File: src/rtl/sr_latch_ctrl_pkg.sv
// sr_ctrl_pkg: shared FSM state, op encodings and fixed phase durations for the SR latch controller
package sr_ctrl_pkg;
  typedef enum logic [2:0] {
    S_INIT     = 3'd0,
    S_INIT_GAP = 3'd1,
    S_IDLE     = 3'd2,
    S_DRIVE    = 3'd3,
    S_GAP      = 3'd4,
    S_CHECK    = 3'd5
  } state_e;
  localparam logic OP_CLEAR = 1'b0;
  localparam logic OP_SET = 1'b1;
  localparam int GAP_CYCLES = 1;
  localparam int CHECK_CYCLES = 1;
endpackage

File: src/rtl/sr_latch_ctrl_if.sv
// sr_latch_ctrl_if: requester handshake plus latch drive/readback bundle
interface sr_latch_ctrl_if #(parameter int N_REQ = 4);
  logic [N_REQ-1:0] req;
  logic [N_REQ-1:0] op;
  logic [N_REQ-1:0] ack;
  logic busy;
  logic err;
  logic latch_s_n;
  logic latch_r_n;
  logic latch_q;
  logic latch_qbar;
  modport master (output req, op, latch_q, latch_qbar, input ack, busy, err, latch_s_n, latch_r_n);
  modport slave (input req, op, latch_q, latch_qbar, output ack, busy, err, latch_s_n, latch_r_n);
endinterface

File: src/rtl/sr_latch_ctrl_rr_arbiter.sv
// rr_arbiter: round-robin pick among requesters; pointer holds the next index to search from
module rr_arbiter #(
  parameter int N_REQ = 4
) (
  input  logic                     clk,
  input  logic                     rst,
  input  logic [N_REQ-1:0]         req,
  input  logic                     en,
  output logic [N_REQ-1:0]         grant,
  output logic [$clog2(N_REQ)-1:0] idx
);
  localparam int IW = $clog2(N_REQ);
  logic [IW-1:0] ptr;
  logic [IW-1:0] k;
  // scan downward in offset so the requester closest to the pointer wins
  always_comb begin
    idx = ptr;
    k = ptr;
    for (int i = N_REQ - 1; i >= 0; i--) begin
      k = IW'((int'(ptr) + i) % N_REQ);
      if (req[k]) idx = k;
    end
    grant = |req ? (N_REQ'(1) << idx) : '0;
  end
  // advance past the winner only when a grant is actually taken
  always_ff @(posedge clk or posedge rst) begin
    if (rst) ptr <= '0;
    else if (en && |req) ptr <= (idx == IW'(N_REQ - 1)) ? '0 : idx + 1'b1;
  end
endmodule

File: src/rtl/sr_latch_ctrl.sv
// sr_latch_ctrl: arbitrates set/clear requests onto one NAND SR latch with timed pulses and readback check
module sr_latch_ctrl
  import sr_ctrl_pkg::*;
#(
  parameter int N_REQ = 4,
  parameter int PULSE_CYCLES = 2
) (
  input logic clk,
  input logic rst,
  sr_latch_ctrl_if.slave bus
);
  localparam int IW = $clog2(N_REQ);
  localparam int CW = $clog2(PULSE_CYCLES + 1);
  state_e state, state_n;
  logic [CW-1:0] cnt, cnt_n;
  logic [N_REQ-1:0] grant, win;
  logic [IW-1:0] idx;
  logic win_op, win_op_n;
  logic take, done;
  assign take = state == S_IDLE && |bus.req;
  assign done = cnt == CW'(PULSE_CYCLES);
  rr_arbiter #(.N_REQ(N_REQ)) u_arb (
    .clk(clk),
    .rst(rst),
    .req(bus.req),
    .en(state == S_IDLE),
    .grant(grant),
    .idx(idx)
  );
  // next state, pulse counter and captured op; INIT counts from 0 so the reset cycle adds to the clear pulse
  always_comb begin
    state_n = state;
    case (state)
      S_INIT:     state_n = done ? S_INIT_GAP : S_INIT;
      S_INIT_GAP: state_n = S_IDLE;
      S_IDLE:     state_n = take ? S_DRIVE : S_IDLE;
      S_DRIVE:    state_n = done ? S_GAP : S_DRIVE;
      S_GAP:      state_n = S_CHECK;
      S_CHECK:    state_n = S_IDLE;
      default:    state_n = S_INIT;
    endcase
    cnt_n = (state_n == S_DRIVE && state != S_DRIVE) ? CW'(1) :
            (state_n == state && (state == S_INIT || state == S_DRIVE)) ? cnt + CW'(1) : '0;
    win_op_n = take ? bus.op[idx] : win_op;
  end
  // registered outputs decoded from next state so s_n and r_n can never be low together
  always_ff @(posedge clk or posedge rst) begin
    if (rst) begin
      state <= S_INIT;
      cnt <= '0;
      win <= '0;
      win_op <= OP_CLEAR;
      bus.latch_s_n <= 1'b1;
      bus.latch_r_n <= 1'b0;
      bus.ack <= '0;
      bus.busy <= 1'b1;
      bus.err <= 1'b0;
    end else begin
      state <= state_n;
      cnt <= cnt_n;
      win_op <= win_op_n;
      if (take) win <= grant;
      bus.latch_s_n <= !(state_n == S_DRIVE && win_op_n == OP_SET);
      bus.latch_r_n <= !(state_n == S_INIT || (state_n == S_DRIVE && win_op_n == OP_CLEAR));
      bus.ack <= state_n == S_CHECK ? win : '0;
      bus.busy <= state_n != S_IDLE;
      bus.err <= bus.err | (state == S_GAP && (bus.latch_q != win_op || bus.latch_q == bus.latch_qbar));
    end
  end
endmodule

File: src/flat_wrapper.sv
// flat-port wrapper written by rule: the top's interface ports become plain ports
module sr_latch_ctrl_flat import sr_ctrl_pkg::*;
#(
  parameter int N_REQ = 4,
  parameter int PULSE_CYCLES = 2
)
  (clk, rst, bus_req, bus_op, bus_latch_q, bus_latch_qbar, bus_ack, bus_busy, bus_err, bus_latch_s_n, bus_latch_r_n);
  sr_latch_ctrl_if #(.N_REQ(N_REQ)) bus_i ();
  input logic clk;
  input logic rst;
  input wire logic [$bits(bus_i.req)-1:0] bus_req;
  input wire logic [$bits(bus_i.op)-1:0] bus_op;
  input wire logic [$bits(bus_i.latch_q)-1:0] bus_latch_q;
  input wire logic [$bits(bus_i.latch_qbar)-1:0] bus_latch_qbar;
  output wire logic [$bits(bus_i.ack)-1:0] bus_ack;
  output wire logic [$bits(bus_i.busy)-1:0] bus_busy;
  output wire logic [$bits(bus_i.err)-1:0] bus_err;
  output wire logic [$bits(bus_i.latch_s_n)-1:0] bus_latch_s_n;
  output wire logic [$bits(bus_i.latch_r_n)-1:0] bus_latch_r_n;
  assign bus_i.req = bus_req;
  assign bus_i.op = bus_op;
  assign bus_i.latch_q = bus_latch_q;
  assign bus_i.latch_qbar = bus_latch_qbar;
  assign bus_ack = bus_i.ack;
  assign bus_busy = bus_i.busy;
  assign bus_err = bus_i.err;
  assign bus_latch_s_n = bus_i.latch_s_n;
  assign bus_latch_r_n = bus_i.latch_r_n;
  sr_latch_ctrl #(.N_REQ(N_REQ), .PULSE_CYCLES(PULSE_CYCLES)) u_core (.clk(clk), .rst(rst), .bus(bus_i));
endmodule
File: config.mk
export PLATFORM = sky130hd
export DESIGN_NAME = sr_latch_ctrl_flat
export DESIGN_NICKNAME = d
export VERILOG_FILES = /design/src/rtl/sr_latch_ctrl_pkg.sv /design/src/rtl/sr_latch_ctrl_if.sv /design/src/rtl/sr_latch_ctrl_rr_arbiter.sv /design/src/rtl/sr_latch_ctrl.sv /design/src/flat_wrapper.sv
export SDC_FILE = /design/constraint.sdc
export NUM_CORES = 1
export LEC_CHECK = 0
export ABC_AREA = 1
export BUFFER_PORTS_ARGS = -buffer_cell sky130_fd_sc_hd__clkbuf_2
export CAP_MARGIN = 20
export CORE_AREA = 5 5 60 62
export CTS_CLUSTER_DIAMETER = 200
export DETAILED_ROUTE_END_ITERATION = 12
export DIE_AREA = 0 0 65 67
export GPL_ROUTABILITY_DRIVEN = 1
export GPL_TIMING_DRIVEN = 0
export PLACE_DENSITY = 0.65
export SETUP_SLACK_MARGIN = 0.2
export SLEW_MARGIN = 20
export SYNTH_ARGS = -nofsm -noshare
export SYNTH_HDL_FRONTEND = slang
export SYNTH_SLANG_ARGS = --single-unit
File: constraint.sdc
create_clock -name clk -period 3.4 [get_ports clk]
set_input_delay 0.17 -clock clk [delete_from_list [all_inputs] [get_ports clk]]
set_output_delay 0.17 -clock clk [all_outputs]
set_load 0.02 [all_outputs]
# Yosys cells after proc, flatten, opt, wreduce, memory -nomap -nowiden
# Cells that the tools add are included.
[word_totals] register_bits=20 latch_bits=0 ram_bits=0 mem_bits_ro=0 wordCells=76 mem_count=0
[classes] add_sub_neg=5 multipliers=0 div_mod_pow=0 magnitude_cmp=5 eq_ne=14 shift=1 muxes=24 bitwise_logic=2 n_reduce_logical=15
[ops] operator="$lt A2 B3 Y1 const B" n=5
[ops] operator="$pmux W3 S5" n=1
[ops] operator="$mux W2" n=7
[ops] operator="$bmux W1 S2" n=5
[ops] operator="$eq A3 B2 Y1 const B" n=3
[ops] operator="$eq A3 B3 Y1 const B" n=3
[ops] operator="$mux W1" n=8
[ops] operator="$mux W4" n=2
[ops] operator="$add A2 B1 Y2 const B" n=3
[ops] operator="$logic_and A1 B1 Y1" n=6
[ops] operator="$logic_not A3 Y1" n=2
[ops] operator="$ne A3 B2 Y1 const B" n=2
[ops] operator="$add A2 B2 Y2 const B" n=2
[ops] operator="$eq A2 B2 Y1 const B" n=2
[ops] operator="$reduce_or A4 Y1" n=1
[ops] operator="$shl A1 B2 Y4 const A" n=1
[ops] operator="$eq A3 B1 Y1 const B" n=1
[ops] operator="$eq A3 B3 Y1" n=1
[ops] operator="$logic_or A1 B1 Y1" n=3
[ops] operator="$mux W3" n=1
[ops] operator="$logic_not A1 Y1" n=2
[ops] operator="$reduce_or A2 Y1" n=1
[ops] operator="$eq A1 B1 Y1" n=1
[ops] operator="$ne A1 B1 Y1" n=1
[ops] operator="2 further kinds" n=2

# Longest topological paths before layout
# Gate-level depths: netlist of the first run.
[logic_depth] word_depth=14 ltp_mapped=17

# Hierarchy
# Synthesis of the first run repeated with hierarchy kept, for this count alone.
[unflattened] cells_unflattened=172 hier_area_um2=1221.2
[modules_own_cells] module="sr_latch_ctrl" n_inst=1 cells_per_inst=97 area_each_um2=807.0 seq_area_each_um2=452.9
[modules_own_cells] module="rr_arbiter" n_inst=1 cells_per_inst=75 area_each_um2=414.1 seq_area_each_um2=50.0

# Worst setup path before layout of the first run
# Ideal clock, no wire load.
[synth_timing] kind="register to register" startpoint="register u_core.u_arb.ptr[0]" endpoint="register u_core.u_arb.ptr[1]" setup_ns=0.132 t_arrival_ns=1.481 required_time_ns=3.268 path_slack_ns=1.787 path_stages_with_launch=15 path_cell_list="dfrtp_1 buf_6 inv_6 nand2_2 nand2_2 nand2_2 nand2_1 inv_2 nand2_2 nand2_2 nand2_4 nand2_4 ha_1 nand2_1 o21ai_0"
[synth_via] elab_chain_cells=9
[synth_lines] element="from (decl)" line="sr_latch_ctrl_rr_arbiter.sv:13" rtl="logic [IW-1:0] ptr;"
[synth_lines] element="from (signal assigned)" line="sr_latch_ctrl_rr_arbiter.sv:28" rtl="else if (en && |req) ptr <= (idx == IW'(N_REQ - 1)) ? '0 : idx + 1'b1;"
[synth_lines] element="$add A2 B2 Y2" line="sr_latch_ctrl_rr_arbiter.sv:20" rtl="k = IW'((int'(ptr) + i) % N_REQ);"
[synth_lines] element="$bmux W1 S2" line="sr_latch_ctrl_rr_arbiter.sv:21" rtl="if (req[k]) idx = k;"
[synth_lines] element="$mux W1 (implied by the code)" line="sr_latch_ctrl_rr_arbiter.sv:21"
[synth_lines] element="$mux W2 (3 in series)" line="sr_latch_ctrl_rr_arbiter.sv:21"
[synth_lines] element="$mux W2 (*)" line="sr_latch_ctrl_rr_arbiter.sv:21"
[synth_lines] element="$add A2 B1 Y2 / $eq A2 B2 Y1 (equally long branches)" line="sr_latch_ctrl_rr_arbiter.sv:28"
[synth_lines] element="$mux W2 (*)" line="sr_latch_ctrl_rr_arbiter.sv:28"
# Every way passes the cells marked *; elsewhere a longest branch is shown, timed or not. The select of a mux whose other input is x is not followed.
# A chain may end at the register's enable or synchronous reset.

# Worst setup path in the final report of the first run
# Same ends and word-level chain as after synthesis.

==> impl_results.md, run 1 <==
* Status: finished, final reports clean
* Pwr Density at 958 nW/um^2
* Seq cells post-synth at 20
* Share of the synthesized area in the top cell type at between 30 and 40%
* Grt total ovfl at 0
* Worst-case clock buffer depth at 2
* FF-to-FF Start: u_core.u_arb.ptr[0]
* Post-synth top cells: 42 x nand2_1, 22 x inv_1, 18 x dfrtp_1
* Slew headroom at 49.1%
* Maximum number of pins on one net before global-route repair at 21
* RSZ-0062 raised after global routing: no
* Crit path required time at about 3600 ps
* Ys async rst share at 100%
* Critical Path AT at 1930 ps
* Post-CTS sizing at 0
* Gr usage total at 11.0%
* Total power at around 0.0013 W
* Root buffer cell: clkbuf_4
* N_diodes at 0
* DP Area at about 1300 um^2
* Mean post-synth cell area at 7.96 um^2
* Detailed Route Iter0 Violations at 30
* Actual slew at the worst max-slew pin at 763 ps
* CTS tree: done
* Final setup viols at 0
* Number of synthesized flops with an enable pin at 0
* Post-route cell area at roughly 1300 um^2
* Boundary Pins at 20
* Setup TNS at 0 ps
* Die W at around 65 um
* Synthesis-to-finish area growth at 15.8%
* Final cycle utilization of the critical path at 51.3%
* Critical path destination: u_core.u_arb.ptr[1]
* WS Path Type: reg -> reg
* Pins Over Slew Limit at 0
* First-pass GRT wire length at 3760 um
* Post-route ant nets at 0
* CTS Sinks at 20
* Clk_lat worst skew at around 300 ps
* # port buffers at 19
* Synth top area cells: dfrtp_1 39%, nand2_1 14%, inv_1 7.2%, ha_1 5.4%, nand2_2 4.9%
* CP Capture Type: register
* Crit path time final at 1750 ps
* GPL Wtd Cong at around 0.83
* Core Area at 2980 um^2
* Total CTS buffers at 3
* Max-cap violations at 0
* Synth Instances at 145
* Register area share after synthesis at 43.6%
* Most used DFF post-synth: dfrtp_1
* Layout Skew at 2.00 ps
* RR Endpoint: u_core.u_arb.ptr[1]
* Clock Pin Slew Worst Setup and Hold Paths at about 110 ps
* Number of global-route vias before repair at 921
* Hpwl dp at around 1700 um
* Via count at roughly 960
* Initial antenna violation count at 0
* Finished Core Util at 44.9%
* Ratio of cells with drive above 1 in the final layout at 30.2%
* FF-to-FF setup slack at 1650 ps
* Post-synth top area cell: dfrtp_1
* Final net count at 187
* HP Class: in -> reg
* Most frequent cell after synthesis: nand2_1
* Maximum level of the CTS H-tree at 1
* Fin. Hold Viols at 0
* DRC violations left at 0
* Worst Setup Start Kind: register
* Via density at 4.74
* Number of detailed-route iterations in the first pass at 6
* Leakage at 0.742 nW
* CP Max Fanout at 10
* Routed WL per cell at 10.2 um
* Core Rows at 20
* Mapped Area at roughly 1200 um^2
* Starting Density at 38.7%
* Yosys cell types at 25
* Post-synth net total at 162
* Max Freq at 573 MHz
* Drt total wl at 2070 um
* VDD IR max at 0.000370 V
* Ys Warns at 0
* DIE AREA at 4360 um^2
* Die height at between 60 and 70 um
* Worst Setup SP: u_core.u_arb.ptr[0]
* Reg2Reg Depth at 14
## how the worst min path moves through the flow
| stage | startpoint | endpoint | slack [ps] | cells past startpoint |
|---|---|---|---|---|
| 3_5_place_dp | rst | u_core.win[2] | 320 | 2 |
| 2_1_floorplan | rst | u_core.bus.ack[0] | 130 | 1 |
| 4_1_cts | bus_latch_qbar | u_core.bus.err | 160 | 3 |
| 3_3_place_gp | rst | u_core.bus.ack[1] | 300 | 2 |
| 6_report | bus_latch_qbar | u_core.bus.err | 180 | 3 |
| 5_1_grt | bus_latch_qbar | u_core.bus.err | 190 | 3 |
## state kept, by name, summed over array words and instances, names as in the netlist
name                  count
u_core.bus.latch_r_n      1
u_core.win_op             1
u_core.bus.latch_s_n      1
u_core.state              3
u_core.bus.err            1
u_core.bus.busy           1
u_core.bus.ack            4
u_core.cnt                2
u_core.win                4
u_core.u_arb.ptr          2
## cell usage in the layout (no fill, tap or decap), types with 3 or more instances in the layout
cell type,netlist,layout
nand2_1,42,42
inv_1,22,22
clkbuf_2,0,19
dfrtp_1,18,18
nand2_2,9,9
nand3_1,7,7
nor2_1,7,7
o21ai_0,6,6
ha_1,5,5
inv_2,4,4
nand3_2,4,4
o21ai_1,3,3
clkbuf_4,0,3
## routing by layer
layer	share of wire, %	routed length (um)	GRT usage, %
met1	43	881	12.2
met2	53	1100	20.3
met3	4.0	82	3.54
met4	0	0	2.90
met5	0	0	0
## critical path: stages (launching register included)
cell and delay, ps:
dfrtp_1 390, buf_6 150, inv_6 80, nand2_1 60, nand3_1 90, nand2_1 60, inv_1 50, nand2_1 50
nand2_2 70, nand2_2 60, nand2_4 70, nand2_4 70, ha_1 290, nand2_1 60, o21ai_0 70
## area by class of cell
class / instances / area, um^2
Multi-Input combinational cell: 96 / 529
Fill cell: 313 / 1640
Tap cell: 33 / 41.3
Buffer: 2 / 15.0
Timing Repair Buffer: 20 / 105
Sequential cell: 20 / 503
Clock buffer: 4 / 36.3
Inverter: 27 / 106
## repair_timing
action	in CTS	in global routing
hold buffers	1	0
hold endpoints to repair	18	0
setup buffers	0	0
## logic make-up (layout without fill, tap and decap cells)
family / Yosys count / count (layout) / share of synthesized area, %
flops: 20 / 20 / 43.6
buf+inv: 29 / 53 / 10.5
simple gates: 79 / 79 / 34.7
fa+ha+maj: 5 / 5 / 5.42
compound gates: 12 / 12 / 5.75
## metrics by stage
stage                     hold slack, ps  setup slack [ps]  instances
final                                176              1650        202
after floorplan                      132              1790        145
after CTS                            164              1640        202
after global placement               296              1690        197
after global routing                 191              1440        202
after detailed placement             316              1660        197
## power breakdown
part	switching [W]	total (W)	internal (W)
clock	0.0000711	0.000136	0.0000653
sequential	0.0000447	0.000374	0.000329
combinational	0.000500	0.000770	0.000270
Power figures use the tool's default switching activity.
==> run 2, diff against run 1 <==
Settings changed: PLACE_DENSITY 0.65 to 0.67.
Clock period 3.4 ns to 1.5 ns, I/O delays scaled along.
==> impl_results.md, run 2 (synthesis results as in run 1) <==
* Switching Fraction at 48.9% (was 48.1%)
* Total CTS buffers at 3 (unchanged)
* GPL Wtd Cong at 0.859 (was 0.831)
* Grt total ovfl at 0 (unchanged)
* Worst Setup Start Kind: register (unchanged)
* Critical Path AT at 1910 ps (was 1930 ps)
* FF-to-FF setup slack at -230 ps (was 1650 ps)
* Placed cells at 197 (unchanged)
* Internal power at 0.00200 W (was 0.000665 W)
* Die W at 65 um (unchanged)
* Worst Setup SP: u_core.u_arb.ptr[0] (unchanged)
* # port buffers at 19 (unchanged)
* Most frequent cells in the layout: 29 x nand2_1, 19 x clkbuf_2, 17 x nand2_2 (was 42 x nand2_1, 22 x inv_1, 19 x clkbuf_2)
* Share of total power in sequential cells at 22.2% (was 29.2%)
* Final hold slack at 125 ps (was 176 ps)
* Largest regs: u_core.bus.ack (4), u_core.win (4), u_core.state (3) (unchanged)
* Clk_lat worst skew at 290 ps (was 300 ps)
* N_diodes at 0 (unchanged)
* Final cycle utilization of the critical path at 115% (was 51.3%)
* Gr usage total at 12.6% (was 11.0%)
* Hold path endpoint: u_core.bus.err (unchanged)
* Violated checks: setup timing
* Reg2Reg Depth at 15 (was 14)
* Core Rows at 20 (unchanged)
* Number of global-route vias before repair at 1006 (was 921)
* DRC violations left at 0 (unchanged)
* Final setup viols at 9 (was 0)
* Hold Path Stages at 3 (unchanged)
* Commonest non-fill, non-tap cell in the layout: nand2_1 (unchanged)
* Routed WL per cell at 11.9 um (was 10.2 um)
* First-pass GRT wire length at 4220 um (was 3760 um)
* Drt total wl at 2600 um (was 2070 um)
* WS Path Type: reg -> reg (unchanged)
* Fin. Hold Viols at 0 (unchanged)
* Starting Density at 38.7% (unchanged)
* Hold Crit Start: bus_latch_qbar (unchanged)
* Setup TNS at -1660 ps (was 0 ps)
* DIE AREA at 4360 um^2 (unchanged)
* Maximum number of pins on one net before global-route repair at 21 (unchanged)
* Via density at 4.83 (was 4.74)
* Max-cap violations at 0 (unchanged)
* Status: finished with violations (was finished, final reports clean)
* Maximum level of the CTS H-tree at 1 (unchanged)
* Core Area at 2980 um^2 (unchanged)
* CTS Sinks at 20 (unchanged)
* Synthesis-to-finish area growth at 42.1% (was 15.8%)
* CP Capture Type: register (unchanged)
* RR Endpoint: u_core.u_arb.ptr[1] (unchanged)
* HP Class: in -> reg (unchanged)
* Detailed Route Iter0 Violations at 20 (was 30)
* Worst-case clock buffer depth at 2 (unchanged)
* CTS tree: done (unchanged)
* Boundary Pins at 20 (unchanged)
* Post-route ant nets at 0 (unchanged)
* Ratio of cells with drive above 1 in the final layout at 56.8% (was 30.2%)
* Number of detailed-route iterations in the first pass at 4 (was 6)
* Max Freq at 578 MHz (was 573 MHz)
* Root buffer cell: clkbuf_4 (unchanged)
* Layout Skew at 8.27 ps (was 2.00 ps)
* P_sw at 0.00191 W (was 0.000615 W)
* Final net count at 204 (was 187)
* Die height at 67 um (unchanged)
* Layout Cells excl Fill at 218 (was 202)
* CP Max Fanout at 7 (was 10)
* Crit path required time at 1680 ps (was 3580 ps)
* Initial antenna violation count at 0 (unchanged)
* Clock share of power at 6.1% (was 10.7%)
* Leakage at 0.861 nW (was 0.742 nW)
* Crit path time final at 1730 ps (was 1750 ps)
* FF-to-FF Start: u_core.u_arb.ptr[0] (unchanged)
* Via count at 1052 (was 957)
* RSZ-0062 raised after global routing: yes (was no)
* Clock Pin Slew Worst Setup and Hold Paths at 100 ps (was 110 ps)
* Actual slew at the worst max-slew pin at 699 ps (was 763 ps)
* Slew headroom at 53.3% (was 49.1%)
* Final Worst Setup Slack at -231 ps (was 1650 ps)
* Pins Over Slew Limit at 0 (unchanged)
* VDD IR max at 0.00109 V (was 0.000370 V)
* Logic pwr share at 71.7% (was 60.1%)
* Pwr Density at 2390 nW/um^2 (was 958 nW/um^2)
* Hpwl dp at 1770 um (was 1680 um)
[run 2: critical path: stages (launching register included)]
cell     delay, ps
dfrtp_1        420
buf_6          150
inv_8           70
nand2_2         60
nand2_2         80
nand2_1         70
nand2_2         70
inv_2           50
nand2_1         60
nand2_1         70
nand2_2         80
nand2_4         70
inv_4           80
ha_4           190
nand2_1         50
o21ai_1         60
[run 2: layout make-up]
class | instances | area (um^2)
repair buffers | 37 | 249
well taps | 33 | 41.3
inverters | 27 | 111
flip-flops and latches | 20 | 507
multi-input cells | 96 | 693
fillers | 273 | 1340
clock buffers | 3 | 22.5
plain buffers | 2 | 15.0
[run 2: power groups by stage]
stage               combinational (W)  sequential (W)  clock [W]
floorplan                     0.00147        0.000907          0
CTS                           0.00240        0.000869   0.000247
global placement              0.00180        0.000855          0
finish                        0.00281        0.000871   0.000237
global route                  0.00311        0.000892   0.000266
detailed placement            0.00187        0.000867          0
[run 2: per-layer routing]
| layer | track usage (%) | up-vias | wire (um) |
|---|---|---|---|
| met1 | 14.1 | 480 | 1050 |
| met2 | 22.2 | 34 | 1340 |
| met4 | 7.92 | 0 | 87 |
| met3 | 2.02 | 8 | 127 |
| met5 | 0 | - | 0 |
| li1 | - | 530 | - |
[run 2: metrics by stage]
step | worst slack, ps | power, W | utilization, % | area, um^2
after floorplan | -78.4 | 0.00237 | - | 1170
after global placement | -196 | 0.00265 | 44.0 | 1310
after detailed placement | -263 | 0.00274 | 44.0 | 1310
after CTS | -256 | 0.00352 | 50.7 | 1510
after global routing | -337 | 0.00427 | 55.0 | 1640
final | -231 | 0.00391 | 55.0 | 1640
[run 2: timing repair]
action                                 4_1_cts  5_1_grt
cloned                                       1        0
resized for setup                           23       31
pin swaps                                   15       13
hold buffers                                 1        0
endpoints found under the hold margin       18        0
setup endpoints to repair                   11       13
setup buffers                               11        5
[run 2: how the worst max path moves through the flow]
| stage | to | slack (ps) |
|---|---|---|
| 2_1_floorplan | u_core.win[0] | -80 |
| 3_5_place_dp | u_core.bus.latch_r_n | -260 |
| 6_report | u_core.u_arb.ptr[1] | -230 |
| 5_1_grt | u_core.bus.latch_r_n | -340 |
| 3_3_place_gp | u_core.bus.latch_r_n | -200 |
| 4_1_cts | u_core.bus.latch_r_n | -260 |
